**src/rtl/axi_pattern_test_master.sv**
```systemverilog
// AXI4 write-then-read pattern tester: fills a region with address-derived data,
// reads it back, and counts mismatching read beats across a number of rounds.
module axi_pattern_test_master #(
    parameter int          A_WIDTH      = 26,
    parameter int          A_WIDTH_TEST = 26,
    parameter int          D_LEVEL      = 1,
    parameter logic [7:0]  WBURST_LEN   = 8'd15,
    parameter logic [7:0]  RBURST_LEN   = 8'd15,
    localparam int         D_WIDTH      = 8 << D_LEVEL
) (
    input  logic               clk,
    input  logic               rst,
    input  logic               start,
    input  logic [15:0]        rounds,
    input  logic [1:0]         mode,
    output logic               awvalid,
    input  logic               awready,
    output logic [A_WIDTH-1:0] awaddr,
    output logic [7:0]         awlen,
    output logic               wvalid,
    input  logic               wready,
    output logic               wlast,
    output logic [D_WIDTH-1:0] wdata,
    input  logic               bvalid,
    output logic               bready,
    output logic               arvalid,
    input  logic               arready,
    output logic [A_WIDTH-1:0] araddr,
    output logic [7:0]         arlen,
    input  logic               rvalid,
    output logic               rready,
    input  logic               rlast,
    input  logic [D_WIDTH-1:0] rdata,
    output logic               busy,
    output logic               done,
    output logic [15:0]        round_cnt,
    output logic               error,
    output logic [15:0]        error_cnt
);

    typedef enum logic [2:0] {IDLE, AW, W, B, AR, R, DONE} state_t;

    localparam logic [A_WIDTH_TEST-1:0] BEAT_BYTES = A_WIDTH_TEST'(1) << D_LEVEL;

    state_t                  state;
    logic [A_WIDTH_TEST-1:0] addr;
    logic [A_WIDTH_TEST-1:0] nxt_addr;
    logic [7:0]              beat;
    logic [15:0]             rounds_q;
    logic [1:0]              mode_q;

    function automatic logic [D_WIDTH-1:0] pattern(input logic [A_WIDTH_TEST-1:0] a,
                                                   input logic [1:0] m,
                                                   input logic odd);
        logic [D_WIDTH-1:0] p;
        p = D_WIDTH'(a);
        if (m == 2'd1 || (m == 2'd2 && odd))
            p = ~p;
        return p;
    endfunction

    function automatic logic [15:0] sat_inc(input logic [15:0] x);
        return (x == 16'hFFFF) ? x : x + 16'd1;
    endfunction

    // addr always points at the current beat; after a burst it already holds the next burst base
    assign nxt_addr = addr + BEAT_BYTES;

    always_ff @(posedge clk) begin
        if (rst) begin
            state     <= IDLE;
            addr      <= '0;
            beat      <= '0;
            rounds_q  <= '0;
            mode_q    <= '0;
            awvalid   <= 1'b0;
            awaddr    <= '0;
            awlen     <= '0;
            wvalid    <= 1'b0;
            wlast     <= 1'b0;
            wdata     <= '0;
            bready    <= 1'b0;
            arvalid   <= 1'b0;
            araddr    <= '0;
            arlen     <= '0;
            rready    <= 1'b0;
            busy      <= 1'b0;
            done      <= 1'b0;
            round_cnt <= '0;
            error     <= 1'b0;
            error_cnt <= '0;
        end else begin
            done  <= 1'b0;
            error <= 1'b0;
            case (state)
                IDLE: if (start) begin
                    rounds_q  <= rounds;
                    mode_q    <= mode;
                    round_cnt <= '0;
                    error_cnt <= '0;
                    addr      <= '0;
                    busy      <= 1'b1;
                    awvalid   <= 1'b1;
                    awaddr    <= '0;
                    awlen     <= WBURST_LEN;
                    state     <= AW;
                end
                AW: if (awready) begin
                    awvalid <= 1'b0;
                    wvalid  <= 1'b1;
                    wdata   <= pattern(addr, mode_q, round_cnt[0]);
                    wlast   <= (WBURST_LEN == 8'd0);
                    beat    <= '0;
                    state   <= W;
                end
                W: if (wready) begin
                    addr <= nxt_addr;
                    beat <= beat + 8'd1;
                    if (wlast) begin
                        wvalid <= 1'b0;
                        wlast  <= 1'b0;
                        bready <= 1'b1;
                        state  <= B;
                    end else begin
                        wdata <= pattern(nxt_addr, mode_q, round_cnt[0]);
                        wlast <= (beat + 8'd1 == WBURST_LEN);
                    end
                end
                B: if (bvalid) begin
                    bready <= 1'b0;
                    // a wrapped address means the whole region has been written
                    if (addr == '0) begin
                        arvalid <= 1'b1;
                        araddr  <= '0;
                        arlen   <= RBURST_LEN;
                        state   <= AR;
                    end else begin
                        awvalid <= 1'b1;
                        awaddr  <= A_WIDTH'(addr);
                        awlen   <= WBURST_LEN;
                        state   <= AW;
                    end
                end
                AR: if (arready) begin
                    arvalid <= 1'b0;
                    rready  <= 1'b1;
                    beat    <= '0;
                    state   <= R;
                end
                R: if (rvalid) begin
                    addr <= nxt_addr;
                    beat <= beat + 8'd1;
                    if (rdata != pattern(addr, mode_q, round_cnt[0]) ||
                        rlast != (beat == RBURST_LEN)) begin
                        error     <= 1'b1;
                        error_cnt <= sat_inc(error_cnt);
                    end
                    if (beat == RBURST_LEN) begin
                        rready <= 1'b0;
                        if (nxt_addr == '0) begin
                            round_cnt <= round_cnt + 16'd1;
                            if (rounds_q != 16'd0 && round_cnt + 16'd1 == rounds_q) begin
                                done  <= 1'b1;
                                state <= DONE;
                            end else begin
                                awvalid <= 1'b1;
                                awaddr  <= '0;
                                awlen   <= WBURST_LEN;
                                state   <= AW;
                            end
                        end else begin
                            arvalid <= 1'b1;
                            araddr  <= A_WIDTH'(nxt_addr);
                            arlen   <= RBURST_LEN;
                            state   <= AR;
                        end
                    end
                end
                DONE: begin
                    busy  <= 1'b0;
                    state <= IDLE;
                end
                default: state <= IDLE;
            endcase
        end
    end

endmodule

```
**config.mk**
```make
export PLATFORM = sky130hd
export DESIGN_NAME = axi_pattern_test_master
export DESIGN_NICKNAME = d
export VERILOG_FILES = /design/src/rtl/axi_pattern_test_master.sv
export SDC_FILE = /design/constraint.sdc
export NUM_CORES = 1
export LEC_CHECK = 0
export ABC_AREA = 0
export BUFFER_PORTS_ARGS = -buffer_cell sky130_fd_sc_hd__buf_2
export CORE_UTILIZATION = 61
export CTS_CLUSTER_SIZE = 24
export DETAILED_ROUTE_END_ITERATION = 10
export PLACE_DENSITY = 0.86
export SETUP_SLACK_MARGIN = 0.15
export SLEW_MARGIN = 15
export SYNTH_ARGS = -nofsm -noshare
export SYNTH_HDL_FRONTEND = slang
export SYNTH_SLANG_ARGS = --single-unit
```
**constraint.sdc**
```tcl
create_clock -name clk -period 8.65 [get_ports clk]
set_input_delay 0 -clock clk [delete_from_list [all_inputs] [get_ports clk]]
set_output_delay 0 -clock clk [all_outputs]
set_load 0.005 [all_outputs]
```
==> qor.yml, run 1 <==
floorplan:
  die_x_um: 123
  die_area_um2: 15200
  io_pins: 168
  start_util_pct: 63.5
  rows: 43
  core-area_um2: 14100
  die_h_um: 123
global_routing:
  grt_pass1_wl_um: 40400
  grt_pass1_vias: 7928
  antenna_found_initial: 0
  grt_max_degree: 73
  grt_usage_pct: 34.2
  overflow: 0
routing:
  wirelength_um: 25800
  wl_per_cell_um: 17.9
  drt_first_pass_iters: 8
  drtIter0Drc: 1114
  routed-via-count: 9156
  viasPerCell: 6.34
  drcViolationCount: 0
  ant_nets: 0
timing:
  worst_slew_pin_slew_ns: 1.13
  timing.slew.headroom_pct: 24.4
  tns_ns: 0
  setup_viol: 0
  finalWorstPathRequiredPeriod_ns: 4.33
  skew_ns: 0.00894
  rsz0062_at_grt: "no"
  max_freq_mhz: 231
  report.final.slew_viol_count: 0
  hold_viol: 0
  period_share_pct: 50.1
finish:
  n_antenna_cell: 0
  nets: 1299
  drive_gt1_share_pct: 18.1
  fillers: 1095
  fin_util_pct: 74.5
  area_growth_pct: 17.2
synthesis:
  synth_top_family_by_area: "simple AND/OR/NAND/NOR gates"
  netlist.area_leader.share_pct: 36.4
  synth-simple-area-share_pct: 26.4
  synth-xor-area-share_pct: 9.29
  async_flop_share_pct: 0
  synth_enable_flop_cells: 0
  synth-adder-area-share_pct: 0.699
  postSynthAreaPerCell_um2: 7.92
  synthMostInstantiatedCell: "dfxtp_1"
  netlist_top_cells_area: "dfxtp_1 36%, xnor2_1 6.8%, nor2_1 6.0%"
  synthMuxAreaShare_pct: 1.24
  syn_inst: 1131
  yosys.area.top_type: "dfxtp_1"
  yosysSeqAreaShare_pct: 36.4
  ys.flop_type: "dfxtp_1"
  synth_compound_area_share_pct: 19.7
  yosys_warnings: 0
  syn-cell-area_um2: 8960
  synthTopCellsByCount: "163 x dfxtp_1, 143 x nor2_1, 122 x nand2_1"
  synth_cell_types: 72
  ys_ff_latch: 163
placed_design:
  dp_hpwl_um: 17100
  place_congestion: 0.944
  numPortBuffers: 157
cts:
  cts_buffer_depth: 2
  clock-sinks: 163
  cts_resized: 0
  clock_latency_ns: 0.44
  cts_tree: "done"
  htree_levels: 4
  root_buffer: "clkbuf_16"
  cts.clk_slew.worst_paths_ns: 0.06
  cts_buffers: 17
power_and_ir_drop:
  ir_drop_v: 0.000186
  power_leakage_nw: 4.25
  clkPwrFrac_pct: 36.3
  p_sw_share_pct: 33.4
  power_switching_mw: 0.765
  intPower_mw: 1.52
  pwr-share-comb_pct: 25.4
  seq_power_share_pct: 38.3
  power_density_nw_per_um2: 218
run:
  maxCapViolations: 0
hold_path:
  min_path_type: "input pin to register"
  whs_path_depth: 2
critical_path:
  endpoint_kind: "register"
  path_depth: 9
  slowest_stage: "a41o_1"
  cp_cell_sequence: "ha_1 -> nand4_1 -> or4_1 -> o21ai_0 -> nand4b_1 -> nor4_4 -> a41o_1 -> a22oi_1 -> nor2_1"
  start_kind: "register"
  cp.required_ns: 9.01
  cp_num_buf_inv: 0
  critPathKind: "register to register"
  cp_top_family: "simple AND/OR/NAND/NOR gates"
  max_stage_delay_ns: 0.89
  cp.arrival_ns: 4.69
  r2r_cells: 9
  critical_path.max_fanout: 25
status:
  outcome: "finished, final reports clean"
[placed cells by master, fill, tap and decap left out, types with 11 or more instances in the layout]
cell type,synthesis,routed
a211oi_1,21,20
or4_1,11,11
nand4_1,31,31
nor3_1,35,34
a22oi_1,37,37
nor4_1,22,22
xor2_1,25,25
buf_4,18,11
and3_1,17,17
buf_2,18,156
a21oi_1,70,69
inv_1,21,21
dlygate4sd3_1,0,22
clkbuf_16,0,17
dfxtp_1,163,163
or3_1,13,13
nor2_1,143,143
xnor2_1,70,70
nand2_1,122,122
nand3_1,36,36
a22o_1,22,22
o21ai_0,35,34
[routing by layer]
layer / global-route usage, % / wire length [um]
met1: 48.3 / 11200
met2: 50.6 / 11200
met3: 6.60 / 2580
met4: 14.5 / 750
met5: 0 / 0
[power by group through the flow]
stage	Sequential, mW	Combinational, mW	Clock (mW)
finish	0.875	0.581	0.832
global route	0.882	0.636	0.867
CTS	0.873	0.564	0.833
detailed placement	0.888	0.550	0
global placement	0.886	0.539	0
floorplan	0.861	0.417	0
[final timing paths]
path               from         end  slack, ns
max             addr[2]  araddr[10]       4.32
min                 rst   araddr[4]       0.02
max reg2reg     addr[2]  araddr[10]       4.32
min reg2reg  awaddr[18]  awaddr[18]       0.47
[cells by family (layout without fill, tap and decap cells)]
family | Yosys count | in the layout
muxes | 11 | 11
other | 1 | 10
xor gates and xnor gates | 95 | 95
adders and majority gates | 5 | 5
and+or+nand+nor | 480 | 480
AOI/OAI and AO/OA | 256 | 256
buffers and inverters | 120 | 244
DFF | 163 | 163
[sequential cells by signal, summed over array words and instances (netlist names), 2 cells and up]
register / flops
mode_q: 2
addr: 25
state: 3
wdata: 16
awaddr: 25
error_cnt: 16
beat: 8
rounds_q: 16
araddr: 25
round_cnt: 16
[final cells by class]
cell class,instances,area [um2],share of cell area (%)
clock inverter,10,170,1.62
tap,180,225,2.15
clock buffer,22,474,4.52
inverter,22,82.6,0.787
timing repair buffer,190,1100,10.5
multi-input combinational,857,5180,49.4
sequential,163,3260,31.1
[stage by stage]
step / total power [mW] / worst slack, ns / hold WS [ns] / cell area, um2 / cells
2_1_floorplan: 1.28 / 5.46 / 0.136 / 8990 / 1140
4_1_cts: 2.27 / 4.40 / 0.00670 / 10500 / 1443
6_report: 2.29 / 4.32 / 0.0237 / 10500 / 1444
3_5_place_dp: 1.44 / 4.50 / 0.248 / 9620 / 1389
5_1_grt: 2.39 / 4.01 / 0.0288 / 10500 / 1444
3_3_place_gp: 1.42 / 4.58 / 0.241 / 9620 / 1389
[timing repair]
item                                   CTS  global route
hold buffers                            22             0
endpoints found under the hold margin   23             0
buffers inserted                         0             0
[worst register-to-register path, cell delays in order, from the launching register on]
cell      delay [ns]
dfxtp_1         0.61
ha_1            0.46
nand4_1         0.16
or4_1           0.65
o21ai_0         0.29
nand4b_1        0.21
nor4_4          0.57
a41o_1          0.89
a22oi_1         0.25
nor2_1          0.17
Note: power is estimated with default switching activity, not from simulation.
==> inputs of run 2 (changes only) <==
- ABC_AREA: 0 -> 1
- CORE_UTILIZATION: 61 -> 58
- PLACE_DENSITY: 0.86 -> 0.81
- clock period: 8.65 -> 4.29 ns (I/O delays scaled with it)
==> run 2 against run 1 <==
Effect of this change:
- maximum frequency up 32%
- sequential power up 150%
- clock power up 100%
==> qor.yml, run 2 <==
power_and_ir_drop:
  ir_drop_v: 0.000425
  power_leakage_nw: 5.50
  power_density_nw_per_um2: 592
floorplan:
  core-area_um2: 16800
  io_pins: 168
  rows: 47
  die_area_um2: 18000
  die_h_um: 134
  die_x_um: 134
  start_util_pct: 60.3
routing:
  wirelength_um: 31600
  viasPerCell: 5.44
  drt_first_pass_iters: 9
  ant_nets: 0
  drtIter0Drc: 1071
  routed-via-count: 11200
  wl_per_cell_um: 15.4
  drcViolationCount: 0
cts:
  cts.clk_slew.worst_paths_ns: 0.07
  cts_buffers: 17
  root_buffer: "clkbuf_16"
  cts_resized: 0
  htree_levels: 4
  cts_buffer_depth: 2
  clock-sinks: 163
  cts_hold_buf: 23
  clock_latency_ns: 0.44
  cts_setup_buffers: 0
  cts_tree: "done"
critical_path:
  endpoint_kind: "register"
  r2r_cells: 16
  cp.arrival_ns: 3.62
  cpMostUsedCell: "nand2_1"
  cp.required_ns: 4.63
  crit_start: "addr[1]"
  max_stage_delay_ns: 0.50
  slowest_stage: "dfxtp_1"
  crit_end: "araddr[5]"
  path_depth: 16
  cp_num_buf_inv: 2
  critPathKind: "register to register"
  critical_path.max_fanout: 29
  r2r-end: "araddr[5]"
  r2r-start: "addr[1]"
  r2r_slack_ns: 1.01
  cp_top_family: "simple AND/OR/NAND/NOR gates"
  cp_cell_sequence: "ha_1 -> nand2_1 -> nor2_4 -> nand3b_2 -> inv_1 -> nand2_1 -> nand2_1 -> nand2_1 -> nor2_1 -> nand2_2 -> nor3_4 -> nand2_2 -> nand3_2 -> nand2_1 -> inv_1 -> nor2_1"
  start_kind: "register"
global_routing:
  overflow: 0
  grt_pass1_vias: 10200
  met3_usage_pct: 5.37
  grt-busiest-layer: "met2"
  antenna_found_initial: 0
  grt_util_met2_pct: 59.9
  grt_pass1_wl_um: 50400
  grt_max_degree: 57
  grt_usage_pct: 35.3
  met1_usage_pct: 43.6
timing:
  worst_slew_pin_slew_ns: 1.19
  hold_slack_ns: 0.135
  timing.slew.headroom_pct: 20.3
  skew_ns: 0.0146
  max_freq_mhz: 305
  hold_viol: 0
  finalWorstPathRequiredPeriod_ns: 3.28
  worst_slack_ns: 1.01
  rsz0062_at_grt: "no"
  setup_viol: 0
  tns_ns: 0
  period_share_pct: 76.4
  report.final.slew_viol_count: 0
synthesis:
  yosys.area.top_type: "dfxtp_1"
  postSynthAreaPerCell_um2: 6.00
  syn_inst: 1691
  synth-simple-area-share_pct: 43.2
  synth_compound_area_share_pct: 8.52
  synthTopCellsByCount: "521 x nand2_1, 265 x nor2_1, 178 x inv_1"
  ys_ff_latch: 163
  ys.flop_type: "dfxtp_1"
  yosys_warnings: 0
  synth-adder-area-share_pct: 0.617
  synth_top_family_by_area: "simple AND/OR/NAND/NOR gates"
  netlist_top_cells_area: "dfxtp_1 32%, nand2_1 19%, nor2_1 9.8%"
  syn-cell-area_um2: 10100
  yosysSeqAreaShare_pct: 32.2
  synthMostInstantiatedCell: "nand2_1"
  synthMuxAreaShare_pct: 0
  netlist.area_leader.share_pct: 32.2
  synth_enable_flop_cells: 0
  synth-xor-area-share_pct: 3.37
  async_flop_share_pct: 0
  synth_cell_types: 43
placed_design:
  placed_area_um2: 10900
  numPortBuffers: 157
  dp_hpwl_um: 22900
  pre_cts_ws_ns: 1.09
  place_congestion: 1.03
finish:
  layout_common_cells: "521 x nand2_1, 265 x nor2_1, 178 x inv_1"
  nets: 1870
  drive_gt1_share_pct: 13.9
  n_antenna_cell: 0
  final_common_cell: "nand2_1"
  fillers: 1553
  final_cell_area_um2: 11700
  reg_top3: "addr (25), araddr (25), awaddr (25)"
  area_growth_pct: 15.7
status:
  outcome: "finished, final reports clean"
hold_path:
  min_path_type: "input pin to register"
run:
  maxCapViolations: 0
[run 2: layer usage]
| metal | part of all wire (%) | up-vias |
|---|---|---|
| met5 | 0 | - |
| met4 | 4.2 | 0 |
| met3 | 7.2 | 107 |
| met2 | 47 | 506 |
| met1 | 41 | 5025 |
| li1 | - | 5544 |
[run 2: metrics by stage]
stage	instances	power (mW)	utilization, %
3_3_place_gp	2000	5.16	64.6
3_5_place_dp	2000	5.22	64.6
4_1_cts	2055	6.92	69.8
5_1_grt	2055	7.48	69.8
2_1_floorplan	1700	4.37	-
6_report	2055	6.94	69.8
[run 2: cell families (layout without fill, tap and decap cells)]
logic type                 count (synthesis)  after routing
AOI/OAI and AO/OA                        163            163
adders and majority gates                  5              5
DFF                                      163            163
other                                      1             10
and+or+nand+nor                         1034           1034
xor gates and xnor gates                  39             39
buffers and inverters                    286            421
[run 2: worst min path at each step]
stage	from	end	slack, ns	depth (start not counted)
2_1_floorplan	mode[0]	mode_q[0]	0.19	2
3_3_place_gp	rounds[2]	rounds_q[2]	0.28	3
3_5_place_dp	rounds[7]	rounds_q[7]	0.29	3
4_1_cts	arready	arvalid	0.10	4
5_1_grt	arready	arvalid	0.17	4
6_report	arready	arvalid	0.13	4
[run 2: report_power, final]
part	internal, mW	switching [mW]
registers	1.88	0.285
clock network	0.953	0.710
logic	1.08	2.04
total	3.91	3.03
[run 2: area by class of cell]
| class | instances | area, um2 | area share (%) |
|---|---|---|---|
| timing repair buffer | 193 | 1110 | 9.49 |
| inverter | 196 | 736 | 6.27 |
| tap | 220 | 275 | 2.35 |
| sequential | 163 | 3260 | 27.8 |
| clock buffer | 18 | 439 | 3.74 |
| multi-input combinational | 1251 | 5710 | 48.7 |
| clock inverter | 14 | 195 | 1.66 |
[run 2: worst reg2reg max path: stages, from the launching register on]
cell and delay [ns]:
dfxtp_1 0.50, ha_1 0.28, nand2_1 0.12, nor2_4 0.22, nand3b_2 0.15, inv_1 0.08, nand2_1 0.06, nand2_1 0.12
nand2_1 0.06, nor2_1 0.20, nand2_2 0.11, nor3_4 0.24, nand2_2 0.28, nand3_2 0.51, nand2_1 0.12, inv_1 0.09
nor2_1 0.04
==> inputs of run 3 (changes only) <==
- ABC_AREA: 1 -> 0
- CORE_UTILIZATION: 58 -> 56
- PLACE_DENSITY: 0.81 -> 0.79
- clock period: 4.29 -> 3.4 ns (I/O delays scaled with it)
==> run 3 against run 2 <==
Effect of this change:
- setup slack got worse by 0.82 ns
- cell count is 26% lower
- clock power grew 16%
- non-clock buffer count up 51
- maximum frequency grew 2.2%
- global-route usage decreased by 3.3 points
- total power is 17% lower
- count of clock-buffer cells in the layout decreased by 1
- cell area down 6.4%
- routed wire length down 15%
- highest routed layer unchanged
==> qor.yml, run 3 (synthesis gave the netlist of run 1 again) <==
critical_path:
  start_kind: "register"
  endpoint_kind: "register"
  cp.required_ns: 3.78
  r2r_cells: 11
  critical_path.max_fanout: 6
  cp.arrival_ns: 3.58
  critPathKind: "register to register"
floorplan:
  core-area_um2: 15400
  rows: 45
  die_x_um: 128
  die_area_um2: 16500
  die_h_um: 128
  start_util_pct: 58.1
  io_pins: 168
routing:
  wirelength_um: 27000
  routed-via-count: 9284
  drcViolationCount: 0
  drt_first_pass_iters: 6
  viasPerCell: 6.07
  wl_per_cell_um: 17.6
  ant_nets: 0
  drtIter0Drc: 1024
power_and_ir_drop:
  p_sw_share_pct: 35.6
  intPower_mw: 3.69
  power_mw: 5.73
  pwr-share-comb_pct: 27.8
  power_switching_mw: 2.04
  power_density_nw_per_um2: 521
  ir_drop_v: 0.000404
  power_leakage_nw: 4.53
  clkPwrFrac_pct: 33.7
  seq_power_share_pct: 38.5
finish:
  nets: 1353
  n_antenna_cell: 0
  fin_util_pct: 71.2
  reg_top3: "addr (25), araddr (25), awaddr (25)"
  layout_common_cells: "157 x dfxtp_1, 156 x buf_2, 143 x nor2_1"
  fillers: 1269
  area_growth_pct: 22.7
  drive_gt1_share_pct: 22.5
  final_common_cell: "dfxtp_1"
  multi_input_area_um2: 5230
  regArea_um2: 3280
timing:
  skew_ns: 0.0131
  tns_ns: 0
  finalWorstPathRequiredPeriod_ns: 3.21
  hold_slack_ns: 0.0476
  setup_viol: 0
  max_freq_mhz: 312
  worst_slew_pin_slew_ns: 1.11
  period_share_pct: 94.4
  hold_viol: 0
  report.final.slew_viol_count: 0
  rsz0062_at_grt: "no"
  timing.slew.headroom_pct: 26.0
cts:
  clock_latency_ns: 0.43
  cts_buffer_depth: 2
  cts_buffers: 17
  clock-sinks: 163
  cts_tree: "done"
  root_buffer: "clkbuf_16"
  htree_levels: 4
  cts.clk_slew.worst_paths_ns: 0.07
status:
  outcome: "finished, final reports clean"
hold_path:
  whs_path_depth: 5
  min_path_type: "input pin to register"
placed_design:
  dp_hpwl_um: 18400
  place_congestion: 0.955
  numPortBuffers: 157
global_routing:
  antenna_found_initial: 0
  grt_max_degree: 48
  grt_pass1_vias: 8045
  grt_usage_pct: 32.1
  grt_pass1_wl_um: 41700
  overflow: 0
run:
  maxCapViolations: 0
run 3: changes by cell type in the layout (fill, tap and decap cells not counted), moves of 15 or more:
cell | before | now
nor4_1 | 6 | 21
inv_1 | 178 | 21
a22o_1 | 0 | 22
nor2_1 | 265 | 143
nand2_1 | 521 | 122
nand4_1 | 49 | 31
a211oi_1 | 1 | 20
a21oi_1 | 102 | 69
and3_1 | 1 | 16
a22oi_1 | 0 | 37
buf_4 | 13 | 58
nand3_1 | 127 | 36
xnor2_1 | 8 | 70
run 3: stage by stage:
step	cells	setup WS, ns	area [um2]
finish	1529	0.191	11000
global route	1529	0.100	11000
CTS	1518	0.152	10800
detailed placement	1462	0.127	9990
global placement	1462	0.219	9990
floorplan	1140	0.208	8990
run 3: worst paths after layout:
kind,from,end,slack [ns]
min reg2reg,awaddr[14],awaddr[14],0.47
max,round_cnt[1],awaddr[2],0.19
min,wready,bready,0.05
max reg2reg,round_cnt[1],awaddr[2],0.19
run 3: final cells by class:
class	instances	share of cell area, %
Multi-Input combinational cell	857	47.6
Sequential cell	163	29.8
Timing Repair Buffer	244	14.1
Clock buffer	17	3.87
Tap cell	211	2.40
Clock inverter	15	1.47
Inverter	22	0.752
run 3: worst max-delay path: stages, from the launching register on:
cell and delay, ns:
dfxtp_2 0.34, buf_6 0.12, nand4_4 0.15, nor4_4 0.41, mux2i_1 0.22, mux2i_1 0.13
or4_1 0.53, or4_4 0.48, a311oi_4 0.31, buf_6 0.18, clkbuf_16 0.15, a22o_1 0.13
run 3: what timing repair did:
| action | in CTS | in global routing |
|---|---|---|
| buffers inserted | 0 | 9 |
| gates cloned | 0 | 2 |
| hold buffers | 24 | 0 |
| pin swaps | 0 | 2 |
| endpoints found under the hold margin | 34 | 0 |
| endpoints found under the setup margin | 24 | 38 |
| resized for setup | 1 | 21 |
run 3: layer usage:
metal	share of wire, %	vias up	global-route usage [%]
met5	0	-	0
met4	2.3	0	11.3
met3	9.4	69	5.78
met2	44	492	49.3
met1	44	4344	45.0
li1	-	4379	-
run 3: power groups by stage:
stage / Clock, mW / Combinational [mW] / Sequential, mW
2_1_floorplan: 0 / 1.06 / 2.19
3_3_place_gp: 0 / 1.45 / 2.24
3_5_place_dp: 0 / 1.46 / 2.25
4_1_cts: 1.94 / 1.49 / 2.21
5_1_grt: 2.04 / 1.75 / 2.23
6_report: 1.93 / 1.59 / 2.21
